<file path="src/rtl/operand_pair_collector_pkg.sv">
// Shared types and constants for the operand pair collector.
package operand_collector_pkg;

    typedef enum logic {
        WAIT_A = 1'b0,
        WAIT_B = 1'b1
    } collector_state_t;

    localparam int PAIR_WIDTH_DEFAULT = 1;
    localparam int PAIR_DEPTH_DEFAULT = 2;

    typedef struct packed {
        logic [PAIR_WIDTH_DEFAULT-1:0] a;
        logic [PAIR_WIDTH_DEFAULT-1:0] b;
    } pair_t;

    // Occupancy counter needs one bit more than the pointers to represent "full".
    function automatic int count_width(input int depth);
        return $clog2(depth) + 1;
    endfunction

    localparam int COUNT_WIDTH_DEFAULT = count_width(PAIR_DEPTH_DEFAULT);

endpackage

</file>
<file path="src/rtl/operand_pair_collector_if.sv">
// Operand input stream plus aligned-pair output stream of the collector.
interface operand_pair_collector_if #(
    parameter int WIDTH = 1,
    parameter int DEPTH = 2
);
    import operand_collector_pkg::*;

    localparam int CW = count_width(DEPTH);

    logic             in_valid;
    logic             in_ready;
    logic [WIDTH-1:0] in_data;
    logic             abort;
    logic             out_valid;
    logic             out_ready;
    logic [WIDTH-1:0] out_a;
    logic [WIDTH-1:0] out_b;
    logic [CW-1:0]    count;

    modport master (
        output in_valid, in_data, abort, out_ready,
        input  in_ready, out_valid, out_a, out_b, count
    );

    modport slave (
        input  in_valid, in_data, abort, out_ready,
        output in_ready, out_valid, out_a, out_b, count
    );

endinterface

</file>
<file path="src/rtl/operand_pair_collector_pair_fifo.sv">
// Small synchronous FIFO holding completed operand pairs; head is a register read.
module pair_fifo
    import operand_collector_pkg::*;
#(
    parameter int DW    = 2,
    parameter int DEPTH = 2,
    localparam int PW   = $clog2(DEPTH),
    localparam int CW   = count_width(DEPTH)
) (
    input  logic          clk,
    input  logic          rst,
    input  logic          push,
    input  logic [DW-1:0] push_data,
    input  logic          pop,
    output logic [DW-1:0] head,
    output logic          full,
    output logic          empty,
    output logic [CW-1:0] count
);

    logic [DEPTH-1:0][DW-1:0] mem;
    logic [PW-1:0]            wr_ptr;
    logic [PW-1:0]            rd_ptr;
    logic                     do_push;
    logic                     do_pop;

    assign full    = (count == CW'(DEPTH));
    assign empty   = (count == '0);
    assign do_push = push && !full;
    assign do_pop  = pop && !empty;
    assign head    = mem[rd_ptr];

    // Storage cleared on reset so the head reads zero before the first push.
    always_ff @(posedge clk or negedge rst) begin
        if (!rst) begin
            mem <= '0;
        end else if (do_push) begin
            mem[wr_ptr] <= push_data;
        end
    end

    // Pointers wrap naturally; count tracks occupancy independently of them.
    always_ff @(posedge clk or negedge rst) begin
        if (!rst) begin
            wr_ptr <= '0;
            rd_ptr <= '0;
            count  <= '0;
        end else begin
            if (do_push) wr_ptr <= wr_ptr + 1'b1;
            if (do_pop)  rd_ptr <= rd_ptr + 1'b1;
            if (do_push && !do_pop)      count <= count + 1'b1;
            else if (do_pop && !do_push) count <= count - 1'b1;
        end
    end

    a_count_bound: assert property (@(posedge clk) disable iff (!rst) count <= CW'(DEPTH));

endmodule

</file>
<file path="src/rtl/operand_pair_collector.sv">
// Pairs A/B operands arriving serially and queues aligned pairs for the compute stage.
module operand_pair_collector
    import operand_collector_pkg::*;
#(
    parameter int WIDTH = 1,
    parameter int DEPTH = 2,
    localparam int CW   = count_width(DEPTH)
) (
    input  logic                     clk,
    input  logic                     rst,
    operand_pair_collector_if.slave  bus
);

    collector_state_t   state, state_nxt;
    logic [WIDTH-1:0]   a_hold;
    logic               fifo_full;
    logic               fifo_empty;
    logic [2*WIDTH-1:0] fifo_head;
    logic [CW-1:0]      fifo_count;
    logic               take_a;
    logic               push;
    logic               pop;

    // B is held off only by registered fullness (or abort), never by out_ready.
    always_comb begin
        bus.in_ready = 1'b1;
        if (state == WAIT_B) bus.in_ready = !fifo_full && !bus.abort;
    end

    assign take_a = (state == WAIT_A) && bus.in_valid;
    assign push   = (state == WAIT_B) && bus.in_valid && bus.in_ready;
    assign pop    = bus.out_valid && bus.out_ready;

    // Next-state: A moves to WAIT_B, a B push or an abort returns to WAIT_A.
    always_comb begin
        state_nxt = state;
        case (state)
            WAIT_A:  if (take_a) state_nxt = WAIT_B;
            WAIT_B:  if (bus.abort || push) state_nxt = WAIT_A;
            default: state_nxt = WAIT_A;
        endcase
    end

    // State register.
    always_ff @(posedge clk or negedge rst) begin
        if (!rst) state <= WAIT_A;
        else      state <= state_nxt;
    end

    // Partial A: captured on A transfer, cleared when aborted.
    always_ff @(posedge clk or negedge rst) begin
        if (!rst)                                a_hold <= '0;
        else if (take_a)                         a_hold <= bus.in_data;
        else if (state == WAIT_B && bus.abort)   a_hold <= '0;
    end

    pair_fifo #(
        .DW    (2*WIDTH),
        .DEPTH (DEPTH)
    ) u_fifo (
        .clk       (clk),
        .rst       (rst),
        .push      (push),
        .push_data ({a_hold, bus.in_data}),
        .pop       (pop),
        .head      (fifo_head),
        .full      (fifo_full),
        .empty     (fifo_empty),
        .count     (fifo_count)
    );

    assign bus.out_valid = !fifo_empty;
    assign bus.out_a     = fifo_head[2*WIDTH-1:WIDTH];
    assign bus.out_b     = fifo_head[WIDTH-1:0];
    assign bus.count     = fifo_count;

endmodule

</file>
<file path="src/flat_wrapper.sv">
// flat-port wrapper written by rule: the top's interface ports become plain ports
module operand_pair_collector_flat import operand_collector_pkg::*;
#(
    parameter int WIDTH = 1,
    parameter int DEPTH = 2,
    localparam int CW   = count_width(DEPTH)
)
  (clk, rst, bus_in_valid, bus_in_data, bus_abort, bus_out_ready, bus_in_ready, bus_out_valid, bus_out_a, bus_out_b, bus_count);
  operand_pair_collector_if #(.WIDTH(WIDTH), .DEPTH(DEPTH)) bus_i ();
  input  logic clk;
  input  logic rst;
  input wire logic [$bits(bus_i.in_valid)-1:0] bus_in_valid;
  input wire logic [$bits(bus_i.in_data)-1:0] bus_in_data;
  input wire logic [$bits(bus_i.abort)-1:0] bus_abort;
  input wire logic [$bits(bus_i.out_ready)-1:0] bus_out_ready;
  output wire logic [$bits(bus_i.in_ready)-1:0] bus_in_ready;
  output wire logic [$bits(bus_i.out_valid)-1:0] bus_out_valid;
  output wire logic [$bits(bus_i.out_a)-1:0] bus_out_a;
  output wire logic [$bits(bus_i.out_b)-1:0] bus_out_b;
  output wire logic [$bits(bus_i.count)-1:0] bus_count;
  assign bus_i.in_valid = bus_in_valid;
  assign bus_i.in_data = bus_in_data;
  assign bus_i.abort = bus_abort;
  assign bus_i.out_ready = bus_out_ready;
  assign bus_in_ready = bus_i.in_ready;
  assign bus_out_valid = bus_i.out_valid;
  assign bus_out_a = bus_i.out_a;
  assign bus_out_b = bus_i.out_b;
  assign bus_count = bus_i.count;
  operand_pair_collector #(.WIDTH(WIDTH), .DEPTH(DEPTH)) u_core (.clk(clk), .rst(rst), .bus(bus_i));
endmodule
</file>
<file path="config.mk">
export PLATFORM = sky130hd
export DESIGN_NAME = operand_pair_collector_flat
export DESIGN_NICKNAME = d
export VERILOG_FILES = /design/src/rtl/operand_pair_collector_pkg.sv /design/src/rtl/operand_pair_collector_if.sv /design/src/rtl/operand_pair_collector_pair_fifo.sv /design/src/rtl/operand_pair_collector.sv /design/src/flat_wrapper.sv
export SDC_FILE = /design/constraint.sdc
export NUM_CORES = 1
export LEC_CHECK = 0
export ABC_AREA = 1
export ABC_CLOCK_PERIOD_IN_PS = 1500
export CAP_MARGIN = 20
export CELL_PAD_IN_SITES_DETAIL_PLACEMENT = 1
export CELL_PAD_IN_SITES_GLOBAL_PLACEMENT = 2
export CORE_MARGIN = 2
export CORE_UTILIZATION = 26
export CTS_CLUSTER_SIZE = 30
export DETAILED_ROUTE_END_ITERATION = 12
export PLACE_DENSITY_LB_ADDON = 0.15
export SLEW_MARGIN = 10
export SYNTH_ARGS = -nofsm -noshare
export SYNTH_HDL_FRONTEND = slang
export SYNTH_SLANG_ARGS = --single-unit
</file>
<file path="constraint.sdc">
create_clock -name clk -period 1.5 [get_ports clk]
set_input_delay 0.3 -clock clk [delete_from_list [all_inputs] [get_ports clk]]
set_output_delay 0.3 -clock clk [all_outputs]
set_load 0.02 [all_outputs]
</file>
Yosys cells after proc, flatten, opt, wreduce, memory -nomap -nowiden --
Index checks and enable logic that the tools add are counted.
Operators by class: $add $sub $neg 4, $mul 0, divide/modulo/power cells 0, $lt $le $gt $ge 3, equality and inequality tests 1, shifts and indexed selects 0, muxes and demuxes 13, bitwise gates (word level) 1, reduce and logical (&&, ||, !) cells 20
Operators by type and width (number):
- $logic_and 1x1->1 | 11
- $mux 2 | 5
- $logic_not 1->1 | 5
- $mux 1 | 5
- $bwmux 4 | 1
- $lt 1x2->1 const B | 2
- $reduce_bool 2->1 | 2
- $add 1x1->1 const B | 2
- $add 2x1->2 const B | 1
- $demux 2 s1 | 1
- $eq 2x2->1 const B | 1
- $logic_not 2->1 | 1
- $pmux 1 s2 | 1
- $sub 2x1->2 const B | 1
- $ge 1x1->1 const B | 1
- $logic_or 1x1->1 | 1
- $not 1->1 | 1
Storage, ports and cells: register bits after elaboration 10, latch bits 0, RAM bits 0, memory bits (read-only) 0, input port bits 6, output and inout bits 6, logic and storage cells 49, memories kept 0

Longest topological paths before layout --
Gate-level depths: netlist of run 1.
depth in word-level cells 10, depth in mapped cells 9, mapped depth without buffers 9

Hierarchy --
From an unflattened synthesis of run 1, not the netlist that was laid out.
Second synthesis, totals: cells, all modules 71, area, all modules 554.3 um2
By module, submodules not included:
- pair_fifo | instances 1, cells an instance 53, area each 429.2 um2, seq. area each 200.2 um2
- operand_pair_collector | instances 1, cells an instance 18, area each 125.1 um2, seq. area each 50.0 um2

Least setup slack after synthesis of run 1 --
Ideal clock, no wire load.
kind flip-flop to flip-flop, from reg u_core.u_fifo.count[1], to reg u_core.u_fifo.count[1], library setup time 118 ps, arrival time 1431 ps, required time 1382 ps, setup slack -49 ps, stages on the path, launching flop included 8, buffers on the path 0, period minus slack after synthesis 1549 ps, path through dfrtp_1 -> inv_1 -> nand2_1 -> nand2_1 -> ha_1 -> or2_1 -> nand4_1 -> nand2_1
On the way: elaborated cells on any way between the ends 19, classes of those cells add/sub (2); eq/ne (1); mux (3); reduce/logical (13)
RTL lines:
- from (decl) | RTL line operand_pair_collector_pair_fifo.sv:18 | output logic [CW-1:0] count
- from (signal assigned) | RTL line operand_pair_collector_pair_fifo.sv:51 | if (do_push && !do_pop) count <= count + 1'b1;
- from (signal assigned) | RTL line operand_pair_collector_pair_fifo.sv:52 | else if (do_pop && !do_push) count <= count - 1'b1;
- $logic_not 2->1 (*) | RTL line operand_pair_collector_pair_fifo.sv:28 | assign empty = (count == '0);
- $logic_not 1->1 (*) | RTL line operand_pair_collector.sv:72 | assign bus.out_valid = !fifo_empty;
- net bus_out_valid | RTL line flat_wrapper.sv:17 | output wire logic [$bits(bus_i.out_valid)-1:0] bus_out_valid;
- $logic_and 1x1->1 | RTL line operand_pair_collector.sv:32 | assign pop = bus.out_valid && bus.out_ready;
- $logic_and 1x1->1 (*) | RTL line operand_pair_collector_pair_fifo.sv:30 | assign do_pop = pop && !empty;
- $logic_not 1->1 | RTL line operand_pair_collector_pair_fifo.sv:51
- $logic_and 1x1->1 | RTL line operand_pair_collector_pair_fifo.sv:51
- $mux 2 or $reduce_bool 2->1 (tied branches)
Mark *: on every way through the listed nets, which the timed path passes. The rest lies on a longest branch. The select of a mux whose other input is x is not followed. A chain may end at the register's enable or synchronous reset.

Final worst setup path of run 1 --
from reg u_core.u_fifo.count[1], to out bus_count[1]
RTL lines:
- to (decl) | RTL line flat_wrapper.sv:20 | output wire logic [$bits(bus_i.count)-1:0] bus_count;
No word-level cell between the ends.

==> results.tsv, run 1 <==
metric	value	unit
finalWeightedCongestion	0.652	
synth.area.top_cells	dfrtp_1 48%, nand2_1 17%, nand3_1 4.8%	
ios	12	
intPower	870	µW
nets	96	
path_clk_slew	0.07	ns
wl_met1	567	µm
path_cells	buf_4, dlygate4sd2_1	
dr.first_iter.drc_count	5	
clk_latency	0.26	ns
synth_edf_count	0	
synth_cell_types	18	
grt_max_degree	11	
crit_buf_inv	2	
io_buffers	11	
drt_first_pass_iters	4	
hold_viol	0	
wl_met3	57	µm
relSlewSlack	68.5	%
post-route-cell-area	783	µm²
fmaxAchievable	698	MHz
clockBufferDepth	2	
cp.required	1.20	ns
cp_top_family	buffers and inverters	
antenna_left	0	
post_drt_via_cell_ratio	4.13	
wl_met2	560	µm
clkPwrFrac	16.6	%
async_flop_share	100	%
min_period	1.43	ns
critPathLaunchType	register	
vdd_ir_drop_max	0.670	mV
synth_top_cell_area_share	47.8	%
clock-root-buffer	clkbuf_4	
die_h	48.9	µm
start_util	27.2	%
cap_violations	0	
status	finished, final reports clean	
fin_cells	115	
ys_top_cells_by_count	24 x nand2_1, 10 x dfrtp_1, 6 x inv_1	
cp_data_arrival_time	1.13	ns
hold_path_class	in2async	
cts_sinks	10	
drive_above_1_share	34.1	%
num_vias	475	
cts_buffers	3	
synth_seq_cells	10	
yosysTopAreaCell	dfrtp_1	
holdWs	0.359	ns
cp_slowest_stage_delay	0.42	ns
drcViolationCount	0	
die_w	48.9	µm
synthFlopType	dfrtp_1	
cts_tree	done	
p_leak	0.405	nW
grt_usage	11.8	%
ys_warn_count	0	
wirelength	1190	µm
cp-end-kind	output port	
grt_pass1_vias	492	
p_seq_share	33.0	%
grt_pass1_wl	2150	µm
fin_worst_skew	0.000396	ns
comb_power_share	50.4	%
synth.most_common_cell	nand2_1	
antenna_found_initial	0	
coreArea	1920	µm²
num_rows	16	
power_density	1880	nW/µm²
switchingPower	603	µW
synth.net_count	70	
syn_avg_cell_area	8.30	µm²
finalCritPeriodShare	95.6	%
syn_inst	63	
place_area	744	µm²
overflow	0	
syn-cell-area	523	µm²
rsz0062_at_grt	true	
avgRoutedWirePerCell	10.4	µm
placed_cells	111	
cts_max_level	1	
setup_viol	0	
critPathMaxFanout	3	
path_class	reg2out	
worst_slew_pin_slew	0.471	ns
maxSlewViolCount	0	
n_antenna_cell	0	
top_layer	met4	
dp_hpwl	965	µm
die_area	2390	µm²
syn2layout_area_growth	49.8	%
ys_seq_area_share	47.8	%
switching_share	40.9	%
cpMaxStageDelayCell	dfrtp_2	
## flip-flops by register name, summed over array words and instances, names as in the netlist
name / cells
u_core.u_fifo.mem: 4
u_core.u_fifo.count: 2
u_core.a_hold: 1
u_core.state: 1
u_core.u_fifo.rd_ptr: 1
u_core.u_fifo.wr_ptr: 1
## final cells by class
class | count | area [µm²]
Fill cell | 264 | 1140
Multi-Input combinational cell | 44 | 259
Sequential cell | 10 | 253
Timing Repair Buffer | 21 | 165
Clock buffer | 4 | 36.3
Inverter | 9 | 36.3
Tap cell | 27 | 33.8
## per-layer routing
| metal | track usage (%) | vias to the layer above |
|---|---|---|
| met3 | 3.37 | 2 |
| met5 | 0 | - |
| li1 | - | 247 |
| met1 | 15.2 | 217 |
| met2 | 18.7 | 9 |
| met4 | 4.29 | 0 |
## cells by family after synthesis
logic type	after synthesis	share of synthesized area, %
fa+ha+maj	1	2.39
buf+inv	9	6.94
flops	10	47.8
simple gates	38	36.6
compound gates	3	2.87
xor+xnor	2	3.35
## through the flow
| stage | util [%] | power, mW | setup slack, ns | setup TNS, ns |
|---|---|---|---|---|
| global placement | 38.7 | 1.27 | -0.296 | -0.825 |
| global route | 40.8 | 1.60 | -0.00507 | -0.00507 |
| floorplan | - | 0.901 | 0.0376 | 0 |
| detailed placement | 38.7 | 1.29 | -0.308 | -0.885 |
| finish | 40.8 | 1.47 | 0.0666 | 0 |
| CTS | 40.6 | 1.49 | 0.0150 | 0 |
## worst paths after layout
path	from	end	slack [ns]	depth (start not counted)
setup / recovery	u_core.u_fifo.count[1]	bus_count[1]	0.07	2
hold / removal	rst	u_core.u_fifo.count[0]	0.36	1
setup reg to reg	u_core.u_fifo.count[1]	u_core.u_fifo.count[1]	0.12	9
hold reg to reg	u_core.u_fifo.mem[0]	u_core.u_fifo.mem[0]	0.48	2
max in group asynchronous	rst	u_core.u_fifo.count[1]	0.79	1
min in group clk	u_core.u_fifo.mem[0]	u_core.u_fifo.mem[0]	0.48	2
## cell usage in the layout (no fill, tap or decap), drive strengths merged
| cell | instances |
|---|---|
| nor2 | 3 |
| a21oi | 1 |
| buf | 12 |
| xnor2 | 1 |
| or2 | 1 |
| clkbuf | 6 |
| dlygate4sd2 | 2 |
| nand2 | 25 |
| inv | 9 |
| xor2 | 1 |
| o21ai | 2 |
| clkdlybuf4s50 | 5 |
| nand3 | 6 |
| nand4 | 3 |
| dfrtp | 10 |
| ha | 1 |
## timing repair
action | CTS | global route
endpoints found under the setup margin | 7 | 4
hold buffers | 0 | 0
resized for setup | 16 | 6
buffers inserted | 0 | 0
## worst reg2reg max path, delay by kind of cell (launching register included)
kind	cells	cell delay, ns
buffers and inverters	3	0.29
adders and majority gates	1	0.22
DFF	1	0.42
and+or+nand+nor	5	0.35
## power groups by stage
stage	Clock, mW	Sequential (mW)	Combinational (mW)
final	0.245	0.486	0.743
after floorplan	0	0.511	0.391
after global placement	0	0.485	0.783
after detailed placement	0	0.489	0.796
after CTS	0.254	0.484	0.754
after global routing	0.267	0.499	0.835
(Power assumes the default switching activity.)
==> inputs of run 2 (changes only) <==
--- a/config.mk
+++ b/config.mk
@@ -10,7 +10,7 @@
 export CAP_MARGIN = 20
 export CELL_PAD_IN_SITES_DETAIL_PLACEMENT = 1
 export CELL_PAD_IN_SITES_GLOBAL_PLACEMENT = 2
-export CORE_MARGIN = 2
+export CORE_MARGIN = 8
 export CORE_UTILIZATION = 26
 export CTS_CLUSTER_SIZE = 30
 export DETAILED_ROUTE_END_ITERATION = 12
==> run 2 against run 1 <==
Effect of this change:
- cell count is 0.87% higher
- critical path depth stayed put
- clock skew rose by 0.011 ns
- die area is 55% higher
- power shrank 3.8%
- global-route usage is 3.3 points lower
- fmax shrank 0.62%
- sequential share of layout area down 0.051 points
- first-iteration DRC count up 80%
- cell area increased by 0.16%
- critical endpoint unchanged
==> results.tsv, run 2 (synthesis gave the netlist of run 1 again) <==
metric	value	unit
status	finished, final reports clean	
finalCritPeriodShare	96.2	%
hold_path_class	in2async	
regMostFlops	u_core.u_fifo.mem	
finalCoreUtilization	40.8	%
die_h	60.9	µm
setup_viol	0	
cts_max_level	1	
path_clk_slew	0.08	ns
placed_cells	112	
post-place-ws	-0.320	ns
grt_use_met1	10.6	%
path_cells	buf_4, dlygate4sd2_1	
cp.required	1.20	ns
post_drt_via_cell_ratio	4.15	
busiest_layer	met2	
tns	0	ns
num_rows	16	
worst_slack	0.0577	ns
final.fill_count	246	
min_period	1.44	ns
use_met3	3.18	%
clockBufferDepth	2	
cp.depth	2	
maxSlewViolCount	0	
clk_latency	0.27	ns
coreArea	1920	µm²
antenna_left	0	
grt_max_degree	7	
critPathLaunchType	register	
grt_pass1_vias	522	
final_cell_mix	24 x nand2_1, 11 x buf_4, 8 x dfrtp_1	
grt_usage	8.51	%
rsz0062_at_grt	false	
overflow	0	
gr-usage-met2	12.5	%
die_w	60.9	µm
fin_worst_skew	0.0117	ns
io_buffers	11	
fmaxAchievable	693	MHz
reg_top3	u_core.u_fifo.mem: 4 flops, u_core.u_fifo.count: 2 flops	
cts_sinks	10	
post-route-cell-area	785	µm²
cp-end-kind	output port	
avgRoutedWirePerCell	10.7	µm
dr.first_iter.drc_count	9	
die_area	3700	µm²
cts_tree	done	
nets	97	
cp_data_arrival_time	1.14	ns
cts_hold_repair.buffers	0	
syn2layout_area_growth	50.0	%
vdd_ir_drop_max	0.699	mV
hold_viol	0	
finalWeightedCongestion	0.685	
worst_slew_pin_slew	0.277	ns
clock-root-buffer	clkbuf_4	
path_class	reg2out	
drive_above_1_share	32.6	%
cpMaxStageDelayCell	dfrtp_2	
drt_first_pass_iters	5	
postCtsSetupBuffers	0	
cp_top_family	buffers and inverters	
dp_hpwl	1050	µm
largest_reg_flops	4	
drcViolationCount	0	
power_density	1810	nW/µm²
num_vias	481	
cp_slowest_stage_delay	0.42	ns
fin_cells	116	
wirelength	1240	µm
ios	12	
cts_buffers	3	
grt_pass1_wl	2300	µm
critPathMaxFanout	3	
place_area	752	µm²
relSlewSlack	81.5	%
antenna_found_initial	0	
n_antenna_cell	0	
crit_buf_inv	2	
layout_commonest_cell	nand2_1	
cap_violations	0	
ff2ff_path_depth	9	
p_leak	0.410	nW
start_util	27.2	%
## run 2: cell types whose count changed in the layout (fill, tap and decap cells not counted), sizes merged
| cell | change |
|---|---|
| buf | +1 |
| clkbuf | -1 |
| clkdlybuf4s15 | +1 |
| clkdlybuf4s50 | -1 |
| dlymetal6s2s | +1 |
## run 2: per-layer routing
layer / part of all wire, % / vias to the layer above
met1: 51 / 218
met3: 5.3 / 2
li1: - / 252
met2: 42 / 9
met4: 1.1 / 0
met5: 0 / -
## run 2: power breakdown
part           switching (mW)  leakage [nW]  total [mW]  internal (mW)
Clock                  0.0956        0.0150       0.198          0.103
Combinational           0.406         0.275       0.738          0.332
Sequential             0.0880         0.120       0.481          0.393
Total                   0.589         0.410        1.42          0.827
## run 2: layout make-up
class / count / area [µm²] / area share (%)
Multi-Input combinational cell: 44 / 256 / 32.7
Inverter: 9 / 36.3 / 4.63
Tap cell: 27 / 33.8 / 4.31
Sequential cell: 10 / 253 / 32.2
Timing Repair Buffer: 22 / 179 / 22.8
Clock buffer: 4 / 26.3 / 3.35
## run 2: timing repair
action | in CTS | in global routing
pin swaps | 0 | 1
setup endpoints to repair | 7 | 2
resized for setup | 17 | 4
## run 2: worst paths after layout
kind | slack (ns) | start | end
min in group clk | 0.47 | bus_abort | u_core.state
worst max-delay path | 0.06 | u_core.u_fifo.count[1] | bus_count[1]
worst min register to register | 0.48 | u_core.u_fifo.mem[1] | u_core.u_fifo.mem[1]
worst max register to register | 0.13 | u_core.u_fifo.count[1] | u_core.u_fifo.count[1]
worst min-delay path | 0.27 | rst | u_core.u_fifo.count[0]
max in group asynchronous | 0.84 | rst | u_core.u_fifo.wr_ptr
## run 2: per-stage QoR
stage	power [mW]	hold slack, ns
floorplan	0.901	0.00441
global placement	1.28	0.460
detailed placement	1.29	0.463
CTS	1.45	0.275
global route	1.55	0.287
finish	1.42	0.267
## run 2: worst register-to-register path, stage by stage, from the launching register on
cell     delay [ns]
dfrtp_2        0.42
buf_4          0.14
inv_1          0.06
nand2_1        0.07
nand2_1        0.11
ha_4           0.22
inv_1          0.06
nand3_1        0.08
nand2_1        0.06
nand2_1        0.04
